`src/rtl/mdu_if.sv`:
```
// Handshake and result bundle between the E stage and the iterative
// multiply/divide unit.
//   start_i  : E-stage instruction is a mul/div (held while E is stalled)
//   op_i     : 00 MULT, 01 MULTU, 10 DIV, 11 DIVU
//   a_i, b_i : rs / rt operands after forwarding
//   annul_i  : E-stage exception, aborts the operation
//   stall_i  : external E stall, holds a finished result
//   busy_o   : unit is computing (drives isMulOrDivComputingE)
//   valid_o  : hi_o/lo_o hold the result of the E-stage instruction
//   hi_o     : product high word or remainder
//   lo_o     : product low word or quotient
interface mdu_if #(
  parameter int WIDTH = 32
) ();
  logic             start_i;
  logic [1:0]       op_i;
  logic [WIDTH-1:0] a_i;
  logic [WIDTH-1:0] b_i;
  logic             annul_i;
  logic             stall_i;
  logic             busy_o;
  logic             valid_o;
  logic [WIDTH-1:0] hi_o;
  logic [WIDTH-1:0] lo_o;

  modport master (
    output start_i, op_i, a_i, b_i, annul_i, stall_i,
    input  busy_o, valid_o, hi_o, lo_o
  );

  modport slave (
    input  start_i, op_i, a_i, b_i, annul_i, stall_i,
    output busy_o, valid_o, hi_o, lo_o
  );
endinterface

```
`src/rtl/mdu_iterative.sv`:
```
// Multi-cycle multiply/divide unit for the E stage (MULT, MULTU, DIV, DIVU).
// Multiply takes one compute cycle after capture; divide is restoring
// radix-2, one quotient bit per cycle. The result is held in DONE until the
// pipeline is free to take it.
//
// Ports:
//   clk : rising-edge clock
//   rst : synchronous, active-low reset
//   bus : mdu_if.slave (start/op/operands/annul/stall in; busy/valid/hi/lo out)
//
// Optional build macro:
//   MDU_DIV0_FAST_EN : a divide by zero skips the iterations and goes
//                      straight from capture to DONE with the same result.
module mdu_iterative #(
  parameter int WIDTH = 32,
  parameter int CNT_W = 6
) (
  input logic  clk,
  input logic  rst,
  mdu_if.slave bus
);

  typedef enum logic [1:0] {
    S_IDLE = 2'd0,
    S_MUL  = 2'd1,
    S_DIV  = 2'd2,
    S_DONE = 2'd3
  } state_e;

  state_e             state_q, state_d;
  logic [CNT_W-1:0]   cnt_q, cnt_d;
  logic               valid_q, valid_d;
  logic [WIDTH-1:0]   hi_q, hi_d;
  logic [WIDTH-1:0]   lo_q, lo_d;

  // Datapath registers: |a| doubles as the dividend/quotient shift register,
  // |b| as the divisor; rem is the partial remainder.
  logic [WIDTH-1:0]   quot_q, quot_d;
  logic [WIDTH-1:0]   dvsr_q, dvsr_d;
  logic [WIDTH-1:0]   rem_q, rem_d;
  logic               sgnq_q, sgnq_d;
  logic               sgnr_q, sgnr_d;
  logic               div0_q, div0_d;

  function automatic logic [WIDTH-1:0] neg_w(input logic [WIDTH-1:0] v);
    logic signed [WIDTH-1:0] s;
    s = $signed(v);
    return $unsigned(-s);
  endfunction

  function automatic logic [2*WIDTH-1:0] neg_2w(input logic [2*WIDTH-1:0] v);
    logic signed [2*WIDTH-1:0] s;
    s = $signed(v);
    return $unsigned(-s);
  endfunction

  // Capture-cycle operand conditioning
  logic signed [WIDTH-1:0] a_s, b_s;
  logic                    signed_op, a_neg, b_neg, b_zero;
  logic [WIDTH-1:0]        a_abs, b_abs;

  assign a_s       = $signed(bus.a_i);
  assign b_s       = $signed(bus.b_i);
  assign signed_op = ~bus.op_i[0];
  assign a_neg     = signed_op & (a_s < 0);
  assign b_neg     = signed_op & (b_s < 0);
  assign b_zero    = (bus.b_i == '0);
  assign a_abs     = a_neg ? neg_w(bus.a_i) : bus.a_i;
  assign b_abs     = b_neg ? neg_w(bus.b_i) : bus.b_i;

  // Multiply stage: unsigned product of the magnitudes, sign restored after
  logic [2*WIDTH-1:0] prod_p1, prod_fix_p1;

  assign prod_p1     = {{WIDTH{1'b0}}, quot_q} * {{WIDTH{1'b0}}, dvsr_q};
  assign prod_fix_p1 = sgnq_q ? neg_2w(prod_p1) : prod_p1;

  // Divide iteration: shift {rem,quot} left, trial-subtract the divisor.
  // The shifted remainder can need WIDTH+1 bits, but whenever the trial
  // succeeds the difference is below the divisor, so WIDTH bits suffice.
  logic [WIDTH:0]   rem_sh;
  logic [WIDTH-1:0] diff, step_rem, step_quot;
  logic             nonneg;

  assign rem_sh    = {rem_q, quot_q[WIDTH-1]};
  assign nonneg    = (rem_sh >= {1'b0, dvsr_q});
  assign diff      = rem_sh[WIDTH-1:0] - dvsr_q;
  assign step_rem  = nonneg ? diff : rem_sh[WIDTH-1:0];
  assign step_quot = {quot_q[WIDTH-2:0], nonneg};

  always_comb begin
    state_d = state_q;
    cnt_d   = cnt_q;
    hi_d    = hi_q;
    lo_d    = lo_q;
    quot_d  = quot_q;
    dvsr_d  = dvsr_q;
    rem_d   = rem_q;
    sgnq_d  = sgnq_q;
    sgnr_d  = sgnr_q;
    div0_d  = div0_q;

    case (state_q)
      S_IDLE: begin
        if (bus.start_i) begin
          quot_d  = a_abs;
          dvsr_d  = b_abs;
          rem_d   = '0;
          cnt_d   = '0;
          sgnq_d  = a_neg ^ b_neg;
          sgnr_d  = a_neg;
          div0_d  = b_zero;
          state_d = bus.op_i[1] ? S_DIV : S_MUL;
`ifdef MDU_DIV0_FAST_EN
          if (bus.op_i[1] && b_zero) begin
            state_d = S_DONE;
            hi_d    = bus.a_i;
            lo_d    = '1;
          end
`endif
        end
      end
      S_MUL: begin
        hi_d    = prod_fix_p1[2*WIDTH-1:WIDTH];
        lo_d    = prod_fix_p1[WIDTH-1:0];
        state_d = S_DONE;
      end
      S_DIV: begin
        rem_d  = step_rem;
        quot_d = step_quot;
        if (cnt_q == CNT_W'(WIDTH - 1)) begin
          // Divide by zero leaves quot all ones and rem = |a|; undoing the
          // sign on rem gives back the raw dividend, but quot must stay all ones.
          lo_d    = (sgnq_q && !div0_q) ? neg_w(step_quot) : step_quot;
          hi_d    = sgnr_q ? neg_w(step_rem) : step_rem;
          state_d = S_DONE;
        end else begin
          cnt_d = cnt_q + CNT_W'(1);
        end
      end
      S_DONE: begin
        if (!bus.stall_i) begin
          state_d = S_IDLE;
        end
      end
      default: state_d = S_IDLE;
    endcase

    // An E-stage exception wins over everything and discards partial work.
    if (bus.annul_i) begin
      state_d = S_IDLE;
      hi_d    = hi_q;
      lo_d    = lo_q;
    end
  end

  assign valid_d = (state_d == S_DONE);

  // Control and architectural result registers
  always_ff @(posedge clk) begin
    if (!rst) begin
      state_q <= S_IDLE;
      cnt_q   <= '0;
      valid_q <= 1'b0;
      hi_q    <= '0;
      lo_q    <= '0;
    end else begin
      state_q <= state_d;
      cnt_q   <= cnt_d;
      valid_q <= valid_d;
      hi_q    <= hi_d;
      lo_q    <= lo_d;
    end
  end

  // Working datapath registers, always reloaded at capture
  always_ff @(posedge clk) begin
    quot_q <= quot_d;
    dvsr_q <= dvsr_d;
    rem_q  <= rem_d;
    sgnq_q <= sgnq_d;
    sgnr_q <= sgnr_d;
    div0_q <= div0_d;
  end

  assign bus.busy_o  = rst & ~bus.annul_i &
                       (((state_q == S_IDLE) & bus.start_i) |
                        (state_q == S_MUL) | (state_q == S_DIV));
  assign bus.valid_o = valid_q;
  assign bus.hi_o    = hi_q;
  assign bus.lo_o    = lo_q;

endmodule

```
`src/flat_wrapper.sv`:
```
// flat-port wrapper written by rule: the top's interface ports become plain ports
module mdu_iterative_flat 
#(
  parameter int WIDTH = 32,
  parameter int CNT_W = 6
)
  (clk, rst, bus_start_i, bus_op_i, bus_a_i, bus_b_i, bus_annul_i, bus_stall_i, bus_busy_o, bus_valid_o, bus_hi_o, bus_lo_o);
  mdu_if #(.WIDTH(WIDTH)) bus_i ();
  input logic clk;
  input logic rst;
  input wire logic [$bits(bus_i.start_i)-1:0] bus_start_i;
  input wire logic [$bits(bus_i.op_i)-1:0] bus_op_i;
  input wire logic [$bits(bus_i.a_i)-1:0] bus_a_i;
  input wire logic [$bits(bus_i.b_i)-1:0] bus_b_i;
  input wire logic [$bits(bus_i.annul_i)-1:0] bus_annul_i;
  input wire logic [$bits(bus_i.stall_i)-1:0] bus_stall_i;
  output wire logic [$bits(bus_i.busy_o)-1:0] bus_busy_o;
  output wire logic [$bits(bus_i.valid_o)-1:0] bus_valid_o;
  output wire logic [$bits(bus_i.hi_o)-1:0] bus_hi_o;
  output wire logic [$bits(bus_i.lo_o)-1:0] bus_lo_o;
  assign bus_i.start_i = bus_start_i;
  assign bus_i.op_i = bus_op_i;
  assign bus_i.a_i = bus_a_i;
  assign bus_i.b_i = bus_b_i;
  assign bus_i.annul_i = bus_annul_i;
  assign bus_i.stall_i = bus_stall_i;
  assign bus_busy_o = bus_i.busy_o;
  assign bus_valid_o = bus_i.valid_o;
  assign bus_hi_o = bus_i.hi_o;
  assign bus_lo_o = bus_i.lo_o;
  mdu_iterative #(.WIDTH(WIDTH), .CNT_W(CNT_W)) u_core (.clk(clk), .rst(rst), .bus(bus_i));
endmodule
```
`config.mk`:
```
export PLATFORM = sky130hd
export DESIGN_NAME = mdu_iterative_flat
export DESIGN_NICKNAME = d
export VERILOG_FILES = /design/src/rtl/mdu_if.sv /design/src/rtl/mdu_iterative.sv /design/src/flat_wrapper.sv
export SDC_FILE = /design/constraint.sdc
export NUM_CORES = 2
export LEC_CHECK = 0
export ABC_CLOCK_PERIOD_IN_PS = 8600
export BUFFER_PORTS_ARGS = -buffer_cell sky130_fd_sc_hd__buf_2
export CAP_MARGIN = 20
export CORE_MARGIN = 3
export CORE_UTILIZATION = 46
export CTS_CLUSTER_SIZE = 25
export DETAILED_ROUTE_END_ITERATION = 7
export PLACE_DENSITY = 0.72
export SYNTH_ARGS = -nofsm -noshare
export SYNTH_HDL_FRONTEND = slang
export SYNTH_SLANG_ARGS = --single-unit
```
`constraint.sdc`:
```
create_clock -name clk -period 8.6 [get_ports clk]
set_input_delay 2.15 -clock clk [delete_from_list [all_inputs] [get_ports clk]]
set_output_delay 2.15 -clock clk [all_outputs]
set_load 0.005 [all_outputs]
```
==> results.yml <==
status:
  status: "finished with violations"
  violations: "setup timing"
clock_tree:
  cts-root-buf: "clkbuf_16"
  cts_tree: "yes"
  cts_max_path_buffers: 2
  h-tree-depth: 4
  path_clk_slew_ps: 90
  holdBufCountCts: 0
  numCtsBuffers: 17
  clock_latency_ps: 540
  cts.sinks: 172
placed_design:
  dp_cells: 7386
  numPortBuffers: 136
  dp_hpwl_um: 132000
  gp_congestion: 0.972
setup_path:
  path_delay_family: "adder cells"
  cp-end-kind: "flop"
  arrival_ps: 9360
  path_buf_inv: 9
  startpoint_type: "flop"
  critical_path_class: "flop to flop"
  r2r_slack_ps: -340
  crit_cells: 29
  cpMostUsedCell: "fa_1"
  reg2reg_depth: 29
  worst_path_max_delay_cell: "or4_4"
  crit_path_max_fanout: 5
  required_ps: 9020
  cpPeakStageDelay_ps: 560
die:
  rows: 117
  ios: 137
  dieArea_mm2: 0.108
  die_width_um: 329
  die_h_um: 329
  core_mm2: 0.102
  start_util_pct: 46.7
grt:
  grt_pass1_wl_um: 249000
  gr-total-overflow: 0
  antenna_found_initial: 6
  grt_pass1_vias: 43300
  grt_usage_pct: 29.8
  grt_start_max_net_pins: 70
sta:
  worst_slack_ps: -340
  final_hold_viol_count: 0
  tightest_slew_ps: 1150
  setup_viol: 28
  slew_headroom_pct: 22.7
  finClkSkew_ps: 23.3
  rsz0062_at_grt: "true"
  fmax_mhz: 112
  min_period_ps: 8940
  period_share_pct: 104
  drv_slew: 0
yosys:
  ys.flop_type: "edfxtp_1"
  ys_top_cells_by_area: "fa_1 37%, ha_1 8.0%, inv_1 7.6%"
  synth_nets: 6899
  synth_seq_cells: 172
  synth_top_area_share_pct: 37.5
  yosysSeqAreaShare_pct: 9.26
  netlist_instances: 5625
  syn_area_mm2: 0.0479
  synth_area_leader_cell: "fa_1"
  yosysWarnings: 0
  synth_edf_count: 99
  synth_cell_types: 89
  async_flop_share_pct: 0
  avgSynthCellArea_um2: 8.51
drt:
  wl_um: 158000
  first_iter_violations: 3732
  wire_per_inst_um: 21.2
  viasPerCell: 5.61
  ant_nets: 0
  route.detailed.drc: 0
  drtPass1Iterations: 5
  vias: 42000
min_path:
  min_path_cells: 2
  hold_class: "flop to flop"
run:
  drv_cap: 0
finish:
  layout.nets: 7368
  stdcell_count: 7476
  final_cell_mix: "954 x inv_1, 880 x fa_1, 707 x nand2_1"
  final_common_cell: "inv_1"
  drive_above_1_share_pct: 17.5
  synthToLayoutAreaGrowth_pct: 17.6
==> layout make-up <==
cell class	count	area (µm²)
inverters	969	3640
well taps	1368	1710
multi-input cells	4132	39800
flip-flops and latches	172	4430
clock buffers	19	464
diodes	1	2.50
clock inverters	13	139
repair buffers	802	6160
fillers	9205	46100
==> through the flow <==
stage	hold slack [ps]	TNS [ps]	instance area [µm²]	setup slack, ps	utilization (%)
after detailed placement	444	-9820	54000	-454	52.7
final	456	-5320	56300	-340	55.0
after global routing	477	-13870	56300	-583	55.0
after floorplan	448	0	48300	1.03	-
after CTS	455	-3000	55400	-234	54.1
after global placement	440	-9040	54000	-413	52.7
==> state kept, by name, indices dropped and copies added, names as in the netlist <==
register / flops
u_core.bus.hi_o: 32
u_core.bus.lo_o: 32
u_core.bus.valid_o: 1
u_core.cnt_q: 6
u_core.div0_q: 1
u_core.dvsr_q: 32
u_core.quot_q: 32
u_core.rem_q: 32
u_core.sgnq_q: 1
u_core.sgnr_q: 1
u_core.state_q: 2
==> cells by family (layout without fill, tap and decap cells) <==
kind of cell | Yosys count | after routing | share of synthesized area [%]
simple gates | 1889 | 1889 | 19.6
fa+ha+maj | 1203 | 1203 | 45.5
xor+xnor | 224 | 224 | 4.10
buf+inv | 1321 | 1803 | 10.4
compound gates | 776 | 776 | 10.3
mux | 40 | 40 | 0.862
flops | 172 | 172 | 9.26
other cells | 0 | 1 | 0
==> path summary, 6_finish.rpt <==
path / start / end
setup / recovery: u_core.dvsr_q[7] / u_core.bus.hi_o[20]
hold / removal: u_core.bus.lo_o[6] / u_core.bus.lo_o[6]
setup reg to reg: u_core.dvsr_q[7] / u_core.bus.hi_o[20]
hold reg to reg: u_core.bus.lo_o[6] / u_core.bus.lo_o[6]
==> cells in the mapped netlist, types with 25 or more instances <==
cell        n
inv_1     966
fa_1      897
nand2_1   713
and2_1    552
clkbuf_1  324
ha_1      306
nor2_1    254
a21oi_1   227
o21ai_0   201
xnor2_1   137
edfxtp_1   99
xor2_1     87
dfxtp_1    73
nor3_1     71
nand3_1    59
nand4_1    57
o211ai_1   48
o31ai_1    40
a211oi_1   38
or3_1      34
a21o_1     30
mux2i_1    30
nor4_1     30
a31oi_1    28
buf_1      25
==> tightest hold or removal path: cells and delay by family (launching register included) <==
kind	cells	cell delay (ps)
flops	1	320
simple gates	1	50
compound gates	1	50
==> repair_timing <==
item                       4_1_cts  5_1_grt
setup endpoints to repair       38       41
gates resized for setup        133      159
cloned                           1        1
setup buffers                   31       25
pin swaps                       44       51
==> per-layer routing <==
layer / GRT usage (%) / vias up / share of wire, %
met5: 0 / - / 0.036
met4: 11.1 / 8 / 4.0
met3: 5.82 / 273 / 8.8
met2: 47.7 / 1770 / 46
met1: 40.1 / 21200 / 41
li1: - / 18700 / -
Power is not shown: default switching activity piles up to over one toggle a cycle in this logic, so the estimate is an artifact.
